File: config.mk
export PLATFORM = sky130hd
export DESIGN_NAME = s_routing_table
export DESIGN_NICKNAME = d
export VERILOG_FILES = /design/src/rtl/mesh_pkg.sv /design/src/rtl/route_compute.sv /design/src/rtl/s_routing_table.sv
export SDC_FILE = /design/constraint.sdc
export NUM_CORES = 1
export LEC_CHECK = 0
export CAP_MARGIN = 20
export CORE_MARGIN = 4
export CORE_UTILIZATION = 37
export DETAILED_ROUTE_END_ITERATION = 8
export PLACE_DENSITY = 0.79
export SYNTH_ARGS = -nofsm -noshare
export SYNTH_HDL_FRONTEND = slang
export SYNTH_SLANG_ARGS = --single-unit
export TNS_END_PERCENT = 20
File: constraint.sdc
create_clock -name clk -period 1.1 [get_ports clk]
set_input_delay 0.165 -clock clk [delete_from_list [all_inputs] [get_ports clk]]
set_output_delay 0.165 -clock clk [all_outputs]
set_load 0.01 [all_outputs]
File: src/rtl/mesh_pkg.sv
// Shared mesh definitions: output port codes, packet field offsets and the routing header type.
// Header fields sit directly below the 8-bit next-jump field, so {trow,tcol,mode} is one contiguous 9-bit slice.
package mesh_pkg;

  localparam logic [1:0] PORT_UP    = 2'd0;
  localparam logic [1:0] PORT_RIGHT = 2'd1;
  localparam logic [1:0] PORT_DOWN  = 2'd2;
  localparam logic [1:0] PORT_LEFT  = 2'd3;
  localparam logic [7:0] PORT_NONE  = 8'hFF;

  typedef struct packed {
    logic [3:0] trow;
    logic [3:0] tcol;
    logic       mode;
  } hdr_t;

  function automatic int nxtjmp_msb(input int sz);
    return sz - 1;
  endfunction

  function automatic int hdr_msb(input int sz);
    return sz - 9;
  endfunction

  function automatic int trow_msb(input int sz);
    return sz - 9;
  endfunction

  function automatic int tcol_msb(input int sz);
    return sz - 13;
  endfunction

  function automatic int mode_pos(input int sz);
    return sz - 17;
  endfunction

endpackage

File: src/rtl/route_compute.sv
// Combinational next-hop decision for one router: legality of the terminal, then the output port
// (dimension order chosen by mode, edge exit once the exit router is reached).
module route_compute
  import mesh_pkg::*;
#(
  parameter int id_r    = 0,
  parameter int id_c    = 0,
  parameter int rows    = 4,
  parameter int columns = 4
) (
  input  hdr_t       hdr_i,
  output logic [1:0] port_o,
  output logic       err_o
);

  localparam logic [4:0] R5   = 5'(rows);
  localparam logic [4:0] C5   = 5'(columns);
  localparam logic [4:0] IDR5 = 5'(id_r);
  localparam logic [4:0] IDC5 = 5'(id_c);

  logic [4:0] tr, tc, er, ec;
  logic       row_edge, col_edge, row_in, col_in;

  always_comb begin
    tr       = {1'b0, hdr_i.trow};
    tc       = {1'b0, hdr_i.tcol};
    row_edge = (tr == 5'd0) || (tr == R5 + 5'd1);
    col_edge = (tc == 5'd0) || (tc == C5 + 5'd1);
    row_in   = (tr != 5'd0) && (tr <= R5);
    col_in   = (tc != 5'd0) && (tc <= C5);
    // Corners fail both terms because neither coordinate is then inside the mesh.
    err_o    = !((row_edge && col_in) || (col_edge && row_in));

    er = (tr == 5'd0) ? 5'd1 : ((tr > R5) ? R5 : tr);
    ec = (tc == 5'd0) ? 5'd1 : ((tc > C5) ? C5 : tc);

    port_o = PORT_UP;
    if ((er == IDR5) && (ec == IDC5)) begin
      if (tr == 5'd0)            port_o = PORT_UP;
      else if (tr == R5 + 5'd1)  port_o = PORT_DOWN;
      else if (tc == 5'd0)       port_o = PORT_LEFT;
      else                       port_o = PORT_RIGHT;
    end else if (hdr_i.mode) begin
      if (er != IDR5) port_o = (er < IDR5) ? PORT_UP : PORT_DOWN;
      else            port_o = (ec < IDC5) ? PORT_LEFT : PORT_RIGHT;
    end else begin
      if (ec != IDC5) port_o = (ec < IDC5) ? PORT_LEFT : PORT_RIGHT;
      else            port_o = (er < IDR5) ? PORT_UP : PORT_DOWN;
    end
  end

endmodule

File: src/rtl/s_routing_table.sv
// Per-input-port next-hop decoder: rewrites the next-jump field with the local output port (8'hFF if illegal).
// One registered cycle of latency, no stall: every valid input yields an output on the following cycle.
module s_routing_table
  import mesh_pkg::*;
#(
  parameter int pckg_sz = 40,
  parameter int id_r    = 0,
  parameter int id_c    = 0,
  parameter int columns = 4,
  parameter int rows    = 4
) (
  input  logic               clk,
  input  logic               rst,
  input  logic               in_vld,
  input  logic [pckg_sz-1:0] data_in,
  output logic               out_vld,
  output logic [pckg_sz-1:0] data_out,
  output logic               route_err
);

  localparam int NXT_MSB = nxtjmp_msb(pckg_sz);
  localparam int HDR_MSB = hdr_msb(pckg_sz);
  localparam int HDR_W   = $bits(hdr_t);

  hdr_t               hdr;
  logic [1:0]         port;
  logic               err;
  logic [pckg_sz-1:0] data_d, data_q;
  logic               vld_q, err_q;

  assign hdr = hdr_t'(data_in[HDR_MSB -: HDR_W]);

  route_compute #(
    .id_r    (id_r),
    .id_c    (id_c),
    .rows    (rows),
    .columns (columns)
  ) u_route (
    .hdr_i  (hdr),
    .port_o (port),
    .err_o  (err)
  );

  always_comb begin
    data_d                 = data_in;
    data_d[NXT_MSB -: 8]   = err ? PORT_NONE : {6'b0, port};
  end

  always_ff @(posedge clk) begin
    if (!rst) begin
      data_q <= '0;
      vld_q  <= 1'b0;
      err_q  <= 1'b0;
    end else begin
      vld_q <= in_vld;
      err_q <= in_vld && err;
      if (in_vld) data_q <= data_d;
    end
  end

  assign data_out  = data_q;
  assign out_vld   = vld_q;
  assign route_err = err_q;

endmodule

==> results of run 1 <==
per-layer routing:
metal	share of wire, %	up-vias	global-route usage [%]	wire length, µm
li1	-	583	-	-
met1	36	553	14.2	1280
met2	52	49	25.4	1850
met3	11	5	7.95	402
met4	0.95	0	5.64	34
met5	0	-	0	0
cell families (layout without fill, tap and decap cells):
logic type	count (synthesis)	in the layout	share of synthesized area [%]
multiplexers	32	32	21.9
flip-flops	37	37	50.7
XOR/XNOR	4	4	2.40
buffers and inverters	14	90	6.25
AND/OR/NAND/NOR	39	39	15.9
AO/OA/AOI/OAI	6	6	2.74
worst paths after layout:
check	start	end	cells past startpoint
worst max register to register	data_out[33]	data_out[33]	2
worst min register to register	data_out[17]	data_out[17]	2
worst min-delay path	data_in[29]	data_out[29]	3
worst max-delay path	data_out[26]	data_out[26]	1
power by group through the flow:
| stage | combinational [mW] | clock, mW | sequential, mW |
|---|---|---|---|
| detailed placement | 0.610 | 0 | 1.50 |
| floorplan | 0.217 | 0 | 1.53 |
| global placement | 0.595 | 0 | 1.49 |
| finish | 0.547 | 0.916 | 1.47 |
| CTS | 0.548 | 0.961 | 1.47 |
| global route | 0.595 | 1.01 | 1.48 |
cells in the final DEF, fill, tap and decap left out, types with 2 or more instances in the layout:
master | Yosys | layout
dfxtp_1 | 37 | 36
mux2i_1 | 32 | 32
nor2b_1 | 32 | 32
clkdlybuf4s50_1 | 0 | 28
dlygate4sd2_1 | 0 | 24
clkdlybuf4s15_1 | 0 | 15
clkbuf_8 | 0 | 6
clkdlybuf4s15_2 | 0 | 6
xnor2_1 | 3 | 3
buf_4 | 6 | 3
nand2_1 | 2 | 2
inv_1 | 2 | 2
nor2_1 | 2 | 2
o21ai_0 | 2 | 2
a31oi_1 | 2 | 2
buf_12 | 0 | 2
final cells by class:
class / count / area, µm²
inverters: 2 / 7.51
flip-flops and latches: 37 / 744
clock buffers: 7 / 86.3
well taps: 48 / 60.1
repair buffers: 81 / 793
multi-input cells: 81 / 634
fillers: 323 / 1420
per-stage QoR:
step / setup WS, ns / power (mW) / utilization, %
6_report: 0.0441 / 2.93 / 62.1
3_5_place_dp: -0.362 / 2.11 / 60.2
4_1_cts: 0.00268 / 2.98 / 61.5
3_3_place_gp: -0.293 / 2.09 / 60.2
5_1_grt: 0.00196 / 3.08 / 62.1
2_1_floorplan: 0.247 / 1.75 / -
flip-flops by register name (all words and copies together), names as in the netlist:
register and count:
data_out 35, out_vld 1, route_err 1
synthesized netlist by cell type (2+ instances only):
cell,count
dfxtp_1,37
mux2i_1,32
nor2b_1,32
buf_4,6
clkbuf_1,3
xnor2_1,3
a31oi_1,2
buf_6,2
inv_1,2
nand2_1,2
nor2_1,2
o21ai_0,2
==> reports/results.tsv, run 1 <==
stage	metric	value	unit
final_layout	layout cell share with drive strength beyond 1	11.1	%
power_and_ir_drop	Cell Pwr Density	1260	nW/µm²
clock_network	Clk Latency, worst-skew pair	0.28	ns
place	Buffers on Ports	76	
final_layout	final instance area	2330	µm²
final_layout	# diodes	0	
global_route	initial antenna violation count	0	
worst_setup_path	critical path's top delay family	flip-flops	
timing	Least-Margin Pin Slew	0.229	ns
clock_network	Clock Sinks	37	
clock_network	Longest Clk Path Bufs	2	
synthesis	syn nets	175	
timing	endpoints failing setup	0	
timing	Fin Setup TNS	0	ns
synthesis	post-synth top area share	50.7	%
synthesis	Synth async-reset ratio	0	%
clock_network	post-CTS sizing	60	
worst_setup_path	CP Buf/Inv Count	1	
timing	Rel. slew slack	84.6	%
global_route	first-pass GRT wire length	5750	µm
timing	Min Hold Slack	0.225	ns
floorplanning	IO Pins	85	
worst_setup_path	Critical Path Fanout Max	2	
global_route	vias in the first global route	1281	
power_and_ir_drop	peak supply drop	821	µV
worst_setup_path	Reg2Reg Setup Slack	0.43	ns
synthesis	Seq/Total Area, Yosys	50.7	%
outcome	status	finished, final reports clean	
place	GP Congestion	0.720	
synthesis	synthesis-stage register bit count	37	
floorplanning	Die Width	70.8	µm
clock_network	Root Buffer	clkbuf_8	
power_and_ir_drop	Leakage	1.07	nW
synthesis	number of enable flip-flop cells after synthesis	0	
worst_setup_path	Worst EP arrival	0.89	ns
power_and_ir_drop	Seq pwr share	50.0	%
floorplanning	Core Footprint	3740	µm²
worst_setup_path	Crit. End Element	output port	
floorplanning	starting density of the core	39.0	%
detailed_routing	average wire per standard cell	13.9	µm
place	post-DP HPWL	2830	µm
synthesis	Synth area leader	dfxtp_1	
timing	Peak Freq	947	MHz
clock_network	TritonCTS clock tree	done	
timing	Hold Fails Final Rpt	0	
synthesis	ys flop type	dfxtp_1	
power_and_ir_drop	net switching power	0.686	mW
power_and_ir_drop	Switching Share	23.4	%
synthesis	cells after synthesis	132	
power_and_ir_drop	Int Pwr	2.24	mW
place	placed cell area	2250	µm²
hold_path	HP Class	input pin to flip-flop	
clock_network	cts hold-fix bufs	0	
power_and_ir_drop	combinational share of power	18.7	%
synthesis	Yosys cell types	19	
worst_setup_path	Setup crit start kind	flip-flop	
synthesis	Synth area leaders	dfxtp_1 (51%), mux2i_1 (22%), nor2b_1 (14%), buf_4 (3.1%), xnor2_1 (1.8%)	
final_layout	Layout area overhead	59.3	%
clock_network	Worst-path clk slew	0.06	ns
synthesis	synthesized cell area	1460	µm²
detailed_routing	First-pass DRT Iterations	4	
global_route	largest net degree at the start of global routing	26	
final_layout	nets@finish	251	
clock_network	number of CTS-inserted buffers	5	
synthesis	mean post-synth cell area	11.1	µm²
timing	RSZ-0062 raised after global routing	false	
worst_setup_path	crit path cell chain	dlygate4sd2_1	
worst_setup_path	CP Class	flip-flop to output port	
flow_run	max_cap viols	0	
timing	max-slew violations	0	
timing	post-layout min period	1.06	ns
global_route	GR Util All Layers	14.5	%
worst_setup_path	worst path required time	0.94	ns
detailed_routing	Post-route DRC	0	
floorplanning	std cell rows	22	
detailed_routing	final WL	3570	µm
floorplanning	DIE AREA	5020	µm²
detailed_routing	Vias	1190	
clock_network	CTS H-tree depth	2	
detailed_routing	drt initial violations	21	
place	Placed Instances	249	
clock_network	Setup Buffers After CTS	0	
global_route	gr ovfl total	0	
worst_setup_path	Critical Path Max Stage Delay	0.34	ns
timing	final critical-path share of the clock period	96.0	%
synthesis	Ys Warns	0	
timing	Max Clock Skew	0	ns
worst_setup_path	Slowest cell on crit path	dfxtp_1	
power_and_ir_drop	Clock power frac	31.3	%
detailed_routing	Post-DRT Antenna Nets	0	
detailed_routing	routed vias/inst	4.65	
floorplanning	die span in y	70.8	µm
final_layout	final std cells w/o fill	256	
No activity file was read; power rests on OpenSTA's default activity.
==> inputs of run 2 (changes only) <==
CTS_BUF_LIST = sky130_fd_sc_hd__clkbuf_16   (was unset)
SETUP_SLACK_MARGIN = 0.1   (was unset)
==> reports/results.tsv, run 2 (synthesis results as in run 1) <==
stage	metric	value	unit	change
outcome	status	finished, final reports clean		
worst_setup_path	Reg2Reg Setup Slack	0.44	ns	about the same
worst_setup_path	Crit. End Element	output port		
clock_network	CTS H-tree depth	2		unchanged
worst_setup_path	worst-case reg-to-reg path depth	2		unchanged
timing	Max Clock Skew	0	ns	unchanged
hold_path	HP Class	input pin to flip-flop		
clock_network	Setup Buffers After CTS	0		unchanged
floorplanning	IO Pins	85		unchanged
worst_setup_path	CP Buf/Inv Count	1		unchanged
power_and_ir_drop	combinational share of power	16.1	%	-2.6 points
clock_network	Root Buffer	clkbuf_16		
worst_setup_path	Critical Path Max Stage Delay	0.33	ns	about the same
clock_network	cts hold-fix bufs	0		unchanged
floorplanning	starting density of the core	39.0	%	unchanged
final_layout	number of fillers in the final layout	339		+5.0%
detailed_routing	routed vias/inst	4.57		-1.8%
global_route	vias in the first global route	1266		-1.2%
clock_network	number of CTS-inserted buffers	5		unchanged
worst_setup_path	end of the critical path	data_out[29]		
global_route	gr ovfl total	0		unchanged
final_layout	# diodes	0		unchanged
clock_network	Longest Clk Path Bufs	2		unchanged
detailed_routing	Post-DRT Antenna Nets	0		unchanged
clock_network	TritonCTS clock tree	done		
power_and_ir_drop	Seq pwr share	45.0	%	-5.0 points
worst_setup_path	Worst R2R Start	data_out[33]		
worst_setup_path	CP Class	flip-flop to output port		
power_and_ir_drop	Switching Share	22.2	%	-1.2 points
floorplanning	Core Footprint	3740	µm²	unchanged
global_route	largest net degree at the start of global routing	26		unchanged
power_and_ir_drop	Int Pwr	2.54	mW	+13%
detailed_routing	Post-route DRC	0		unchanged
flow_run	max_cap viols	0		unchanged
worst_setup_path	Worst EP arrival	0.87	ns	-0.02 ns
clock_network	Clk Latency, worst-skew pair	0.27	ns	about the same
place	GP Congestion	0.720		unchanged
place	Buffers on Ports	76		unchanged
timing	post-layout min period	1.04	ns	-0.0197 ns
place	Placed Instances	249		unchanged
clock_network	Worst-path clk slew	0.05	ns	about the same
detailed_routing	First-pass DRT Iterations	5		+1
power_and_ir_drop	net switching power	0.725	mW	+5.8%
timing	RSZ-0062 raised after global routing	true		
place	placed cell area	2250	µm²	unchanged
worst_setup_path	WP depth	1		unchanged
worst_setup_path	worst path required time	0.94	ns	about the same
floorplanning	die span in y	70.8	µm	unchanged
global_route	initial antenna violation count	0		unchanged
timing	Hold Fails Final Rpt	0		unchanged
floorplanning	std cell rows	22		unchanged
final_layout	final core occ	61.1	%	-1.0 points
worst_setup_path	Slowest cell on crit path	dfxtp_1		
timing	post-layout worst setup margin	0.0639	ns	+0.0197 ns
detailed_routing	final WL	3540	µm	-0.81%
worst_setup_path	critical path's top delay family	flip-flops		
floorplanning	Die Width	70.8	µm	unchanged
worst_setup_path	Critical Path Fanout Max	2		unchanged
timing	Rel. slew slack	84.5	%	about the same
timing	Least-Margin Pin Slew	0.230	ns	+0.00107 ns
detailed_routing	Vias	1169		-1.8%
global_route	first-pass GRT wire length	5700	µm	-0.84%
final_layout	commonest non-fill, non-tap cell in the layout	dfxtp_1		
place	post-DP HPWL	2830	µm	unchanged
clock_network	Clock Sinks	37		unchanged
final_layout	nets@finish	251		unchanged
timing	final critical-path share of the clock period	94.2	%	-1.8 points
power_and_ir_drop	Leakage	1.08	nW	+1.2%
final_layout	Largest register FFs	35		unchanged
worst_setup_path	reg-to-reg endpoint	data_out[33]		
worst_setup_path	Worst Setup SP	data_out[29]		
detailed_routing	average wire per standard cell	13.8	µm	-0.81%
power_and_ir_drop	peak supply drop	1140	µV	+39%
worst_setup_path	Setup crit start kind	flip-flop		
power_and_ir_drop	Cell Pwr Density	1420	nW/µm²	+13%
timing	Peak Freq	965	MHz	+1.9%
timing	max-slew violations	0		unchanged
place	Post-Place Worst Slack	-0.362	ns	unchanged
timing	endpoints failing setup	0		unchanged
hold_path	Hold Path Depth	3		unchanged
final_layout	final instance area	2290	µm²	-1.6%
floorplanning	DIE AREA	5020	µm²	unchanged
power_and_ir_drop	Clock power frac	38.9	%	+7.6 points
global_route	GR Util All Layers	14.4	%	-0.15 points
final_layout	Layout area overhead	56.7	%	
worst_setup_path	crit path cell chain	dlygate4sd2_1		
final_layout	layout cell share with drive strength beyond 1	14.4	%	+3.4 points
final_layout	most frequent cells in the layout	dfxtp_1 (36), mux2i_1 (32), nor2b_1 (32), clkdlybuf4s50_1 (27), dlygate4sd2_1 (20)		
final_layout	final std cells w/o fill	256		unchanged
detailed_routing	drt initial violations	15		-29%
[run 2: layout make-up]
| class | instances | area (µm²) | area share, % |
|---|---|---|---|
| clock inverter | 2 | 7.51 | 0.328 |
| clock buffer | 5 | 125 | 5.47 |
| tap | 48 | 60.1 | 2.62 |
| multi-input combinational | 81 | 628 | 27.4 |
| sequential | 37 | 744 | 32.5 |
| inverter | 2 | 7.51 | 0.328 |
| timing repair buffer | 81 | 716 | 31.3 |
[run 2: repair_timing]
| action | in CTS | in global routing |
|---|---|---|
| resized for setup | 81 | 21 |
| setup endpoints to repair | 46 | 36 |
| endpoints found under the hold margin | 0 | 0 |
[run 2: per-layer routing]
metal	GRT usage [%]	part of all wire, %
met5	0	0
met4	5.64	0.82
met1	13.8	36
met3	7.81	11
met2	25.5	52
[run 2: worst min-delay path by stage]
stage | start | endpoint | slack, ns
after floorplan | data_in[23] | data_out[32] | 0.27
after global placement | data_out[3] | data_out[3] | 0.50
after detailed placement | data_out[30] | data_out[30] | 0.51
after CTS | data_in[29] | data_out[29] | 0.34
after global routing | data_in[30] | data_out[30] | 0.37
final | data_in[30] | data_out[30] | 0.30
[run 2: power by group through the flow]
stage                     clock (mW)  sequential [mW]  combinational [mW]
after detailed placement           0             1.50               0.610
after global routing            1.36             1.48               0.570
after global placement             0             1.49               0.595
after CTS                       1.32             1.47               0.535
final                           1.27             1.47               0.524
after floorplan                    0             1.53               0.217
[run 2: through the flow]
step | hold slack, ns | setup TNS, ns | power (mW)
floorplan | 0.272 | 0 | 1.75
global placement | 0.496 | -1.75 | 2.09
detailed placement | 0.510 | -2.47 | 2.11
CTS | 0.341 | 0 | 3.32
global route | 0.366 | 0 | 3.41
finish | 0.305 | 0 | 3.26
==> variant 1 (config.mk and constraints of run 1) <==
The parameter `pckg_sz` goes from 40 to 20.
--- a/src/rtl/s_routing_table.sv
+++ b/src/rtl/s_routing_table.sv
@@ -4,5 +4,5 @@
   import mesh_pkg::*;
 #(
-  parameter int pckg_sz = 40,
+  parameter int pckg_sz = 20,
   parameter int id_r    = 0,
   parameter int id_c    = 0,
Interface: changed (resized data_in and data_out); port bits go from 85 to 45. No check against the original RTL was run, so the function may have changed too.
==> variant 1 against run 1 <==
Final cell count down 48%. Wire length down 52%. Cell area down 51%. Sequential cell count down 20. Total power down 56%. Setup slack worse by 0.034 ns. Synthesized cell count down 45%. Worst hold slack better by 0.031 ns. Area after synthesis down 50%. Critical path type is now input pin to flip-flop. Critical endpoint is now data_out[12]. Largest power group unchanged.
==> variant 1: results (changes against run 1) <==
[worst_setup_path]
critPathMaxFanout=3  ; +1
reg2reg_to=data_out[13]
arrival_ns=1.28  ; +0.39 ns
slowest_stage=clkdlybuf4s50_1
r2r_start=data_out[13]
r2r_setup_slack_ns=0.39  ; -0.04 ns
worst_path_largest_cell_delay_ns=0.47  ; +0.13 ns

[pwr]
vdd_drop_max_uv=679  ; -17%
clkPwrFrac=0.255  ; -0.058
p_leak_nw=0.550  ; -49%
power.net_switching_w=0.000348  ; -49%

[placed_design]
port_buffers=36  ; -53%
place_congestion=0.766  ; +6.4%
hpwl_um=1250  ; -56%

[logic_synthesis]
syn-num-nets=95  ; -46%
synth_common_cells=dfxtp_1 (17), mux2i_1 (11), nor2b_1 (11)

[timing]
relSlewSlack=0.835  ; -0.0107
timing.hold.ws_ns=0.257  ; +0.0313 ns

[clocking]
ctsRootBufferMaster=clkbuf_4
cts_buffers=3  ; -2

[cells_and_area]
drive_gt1_frac=0.294  ; +0.183
fin_nets=133  ; -47%
largest_reg_flops=15  ; -57%

[detailed_routing]
drt-initial-drc-count=4  ; -81%
drtPass1Iterations=3  ; -1
wl_um=1710  ; -52%

[outcome]
outcome=completed

[worst_hold_path]
worstHoldStart=data_in[6]
whs_endpoint=data_out[6]

[grt]
grt_pass1_wl_um=2790  ; -52%
grt_max_degree=18  ; -31%
grt_pass1_vias=657  ; -49%

[variant 1: cell count changes in the layout (fill, tap and decap cells not counted), moves of 6 or more]
cell             change
dlygate4sd2_1       -20
clkbuf_8             -6
clkdlybuf4s15_2      -6
clkdlybuf4s50_1     -20
nor2b_1             -21
dfxtp_1             -22
clkdlybuf4s15_1      -6
clkbuf_2             +9
mux2i_1             -21
[variant 1: area by class of cell]
cell class	instances	area, sq um
Fill cell	173	651
Clock inverter	1	5.00
Tap cell	25	31.3
Sequential cell	17	347
Multi-Input combinational cell	45	370
Clock buffer	3	22.5
Inverter	2	7.51
Timing Repair Buffer	41	368
[variant 1: logic make-up (layout without fill, tap and decap cells)]
family | Yosys count | in the layout | share of synthesized area
AO/OA/AOI/OAI | 7 | 7 | 0.0612
XOR/XNOR | 2 | 2 | 0.0238
buffers and inverters | 10 | 47 | 0.0867
flip-flops | 17 | 17 | 0.463
multiplexers | 11 | 11 | 0.150
AND/OR/NAND/NOR | 25 | 25 | 0.216
[variant 1: worst max path at each step]
stage,start,to,slack (ns),depth (start not counted)
finish,data_in[7],data_out[12],0.01,5
global placement,data_in[8],data_out[12],-0.30,6
CTS,data_out[18],data_out[18],-0.0005,1
global route,data_in[7],data_out[12],-0.02,5
floorplan,in_vld,data_out[13],0.21,6
detailed placement,data_in[4],data_out[18],-0.32,5
[variant 1: power groups by stage]
stage               combinational [W]  clock [W]  sequential (W)
finish                       0.000289   0.000331        0.000678
global route                 0.000312   0.000381        0.000686
CTS                          0.000284   0.000344        0.000677
detailed placement           0.000318          0        0.000692
global placement             0.000315          0        0.000690
floorplan                    0.000122          0        0.000709
[variant 1: what timing repair did]
action | in CTS | in global routing
gates resized for setup | 31 | 37
buffers inserted | 0 | 0
hold buffers | 0 | 0
cloned | 0 | 0
endpoints found under the setup margin | 24 | 23
pin swaps | 0 | 2
[variant 1: layer usage]
layer,track usage,vias to the layer above,routed length [um],share of wire
met5,0,-,0,0
met4,0.0383,0,0,0
met3,0.0399,0,131,0.076
met2,0.219,24,832,0.49
met1,0.166,285,750,0.44
li1,-,309,-,-
[variant 1: worst max-delay path: cells and delay by family]
| family | cells | cell delay [ns] |
|---|---|---|
| AO/OA/AOI/OAI | 1 | 0.17 |
| buffers and inverters | 1 | 0.47 |
| AND/OR/NAND/NOR | 3 | 0.47 |
[variant 1: per-stage QoR]
stage	instances	setup slack [ns]	total power, W	area, sq um
2_1_floorplan	72	0.215	0.000831	736
3_3_place_gp	130	-0.303	0.00101	1120
3_5_place_dp	130	-0.320	0.00101	1120
4_1_cts	134	-0.000498	0.00130	1130
5_1_grt	134	-0.0182	0.00138	1150
6_report	134	0.0105	0.00130	1150
==> variant 2 (settings of run 1) <==
Without the edit above. Add an input register stage for `in_vld` and `data_in`; this delays them by one clock.
--- a/src/rtl/s_routing_table.sv
+++ b/src/rtl/s_routing_table.sv
@@ -23,4 +23,12 @@
   localparam int HDR_W   = $bits(hdr_t);
 
+  logic in_vld_q;
+  logic [pckg_sz-1:0] data_r;
+
+  always_ff @(posedge clk) begin
+    in_vld_q <= in_vld;
+    data_r   <= data_in;
+  end
+
   hdr_t               hdr;
   logic [1:0]         port;
@@ -29,5 +37,5 @@
   logic               vld_q, err_q;
 
-  assign hdr = hdr_t'(data_in[HDR_MSB -: HDR_W]);
+  assign hdr = hdr_t'(data_r[HDR_MSB -: HDR_W]);
 
   route_compute #(
@@ -43,5 +51,5 @@
 
   always_comb begin
-    data_d                 = data_in;
+    data_d                 = data_r;
     data_d[NXT_MSB -: 8]   = err ? PORT_NONE : {6'b0, port};
   end
@@ -53,7 +61,7 @@
       err_q  <= 1'b0;
     end else begin
-      vld_q <= in_vld;
-      err_q <= in_vld && err;
-      if (in_vld) data_q <= data_d;
+      vld_q <= in_vld_q;
+      err_q <= in_vld_q && err;
+      if (in_vld_q) data_q <= data_d;
     end
   end
Behaviour: not the same (Yosys sat finds a counterexample within 4 cycles, from zero or initial values and one cycle with rst low).
==> variant 2 against run 1 <==
Critical path depth rose by 3. Cell area increased by 28%. Sequential cell count up 33. Global-route usage is 2.5 points lower. Final cell count increased by 25%. Area after synthesis rose by 45%. Worst hold slack better by 0.046 ns. Total power is 68% higher. Setup slack worse by 0.036 ns. Wire length grew 8.2%. Critical path type is now flip-flop to flip-flop. Largest cell class is now sequential cells. Largest power group unchanged.
==> variant 2: results (changes against run 1) <==
[detailed_routing]
drt-initial-drc-count=20  ; -4.8%
met1Wirelength_um=1670  ; +30%
dr_wl_met2_um=1800  ; -2.5%
wl_per_cell_um=12.1  ; -13%
vias=1336  ; +12%
drtPass1Iterations=4  ; unchanged
route.met3.wl_um=326  ; -19%
wl_um=3860  ; +8.2%

[cells_and_area]
fin_nets=288  ; +15%
largest_reg_flops=35  ; unchanged
drive_gt1_frac=0.274  ; +0.164
fillers=498  ; +54%

[worst_setup_path]
critPathMaxFanout=4  ; +2
rr_worst_depth=4  ; +2
arrival_ns=1.29  ; +0.40 ns
r2r_setup_slack_ns=0.008  ; -0.42 ns
slowest_stage=dfxtp_2
worst_path_largest_cell_delay_ns=0.34  ; about the same
r2r_start=data_r[24]

[grt]
track_usage=0.120  ; -0.0253
grt_max_degree=23  ; -12%
antenna_found_initial=0  ; unchanged
grt_pass1_vias=1409  ; +10%
grt_pass1_wl_um=6530  ; +14%

[logic_synthesis]
syn-num-nets=208  ; +19%
synth_ff_type=dfxtp_1
synthTopCellsByArea=dfxtp_1 (66%), mux2i_1 (15%), nor2b_1 (9.4%), buf_4 (2.1%), xnor2_1 (1.2%)
synth_common_cells=dfxtp_1 (70), mux2i_1 (32), nor2b_1 (32)
synth_area_per_cell_sq_um=12.9  ; +16%
async_reset_ff_frac=0  ; unchanged
synth_cell_type_count=19  ; unchanged
yosysSeqAreaShare=0.661  ; +0.153

[clocking]
htreeDepth=3  ; +1
clk_path_buf_depth=2  ; unchanged
path_clk_slew_ns=0.07
cts_buffers=9  ; +4
clk_latency_ns=0.32  ; +0.04 ns

[timing]
relSlewSlack=0.826  ; -0.0202
fin_skew_ns=0.00555  ; +0.00555 ns

[placed_design]
pre_cts_ws_ns=-0.159  ; +0.203 ns
dp_cells=305  ; +22%
placed_cell_area_sq_mm=0.00294  ; +31%
place_congestion=0.685  ; -4.9%
hpwl_um=2760  ; -2.5%

[pwr]
p_leak_nw=1.32  ; +23%
vdd_drop_max_uv=769  ; -6.3%
swShare=0.220  ; -0.0143

[worst_hold_path]
hold_path_depth=1  ; -2
whs_endpoint=in_vld_q
worstHoldStart=in_vld

[outcome]
outcome=completed

## variant 2: changes by cell type after synthesis, sizes merged
cell,before,now
dfxtp,37,70
## variant 2: what timing repair did
| item | 4_1_cts | 5_1_grt |
|---|---|---|
| setup buffers | 1 | 0 |
| setup endpoints to repair | 45 | 37 |
| cloned | 0 | 0 |
| gates resized for setup | 106 | 36 |
| hold buffers | 0 | 0 |
| pin swaps | 0 | 1 |
## variant 2: worst max path at each step
stage                           from            to  slack [ns]  cells after the start
after global routing      data_r[24]  data_out[33]       -0.06                      4
after floorplan           data_r[24]  data_out[32]        0.09                      4
after global placement           rst  data_out[16]       -0.13                      3
after CTS                 data_r[26]  data_out[33]       -0.02                      4
after detailed placement         rst  data_out[14]       -0.16                      3
final                     data_r[24]  data_out[33]       0.008                      4
## variant 2: cells by family (layout without fill, tap and decap cells)
kind of cell    Yosys count  count (layout)  share of synthesized area
compound gates            6               6                     0.0189
buf+inv                  14              97                     0.0431
xor+xnor                  4               4                     0.0165
flops                    70              70                      0.661
simple gates             39              39                      0.110
mux                      32              32                      0.151
## variant 2: stage by stage
stage | setup TNS [ns] | hold slack (ns)
5_1_grt | -0.138 | 0.251
3_5_place_dp | -4.57 | 0.477
4_1_cts | -0.0184 | 0.248
6_report | 0 | 0.272
2_1_floorplan | 0 | 0.193
3_3_place_gp | -3.89 | 0.465
## variant 2: routing by layer
layer / vias up / GRT usage
li1: 693 / -
met1: 587 / 0.127
met2: 49 / 0.192
met3: 7 / 0.0553
met4: 0 / 0.0746
met5: - / 0
## variant 2: final cells by class
type,count,area [sq um],share of cell area
Sequential cell,70,1420,0.474
Timing Repair Buffer,81,687,0.230
Multi-Input combinational cell,81,628,0.211
Clock buffer,12,145,0.0487
Tap cell,72,90.1,0.0302
Clock inverter,2,10.0,0.00336
Inverter,2,7.51,0.00252
## variant 2: power groups by stage
stage	clock network [W]	registers (W)	logic [W]
global placement	0	0.00281	0.000580
finish	0.00166	0.00276	0.000511
floorplan	0	0.00284	0.000216
detailed placement	0	0.00282	0.000588
global route	0.00185	0.00278	0.000560
CTS	0.00173	0.00276	0.000548
## variant 2: critical path, delay by kind of cell (launching register included)
| family | cells | cell delay (ns) |
|---|---|---|
| compound gates | 2 | 0.32 |
| xor+xnor | 1 | 0.15 |
| flops | 1 | 0.34 |
| simple gates | 1 | 0.16 |
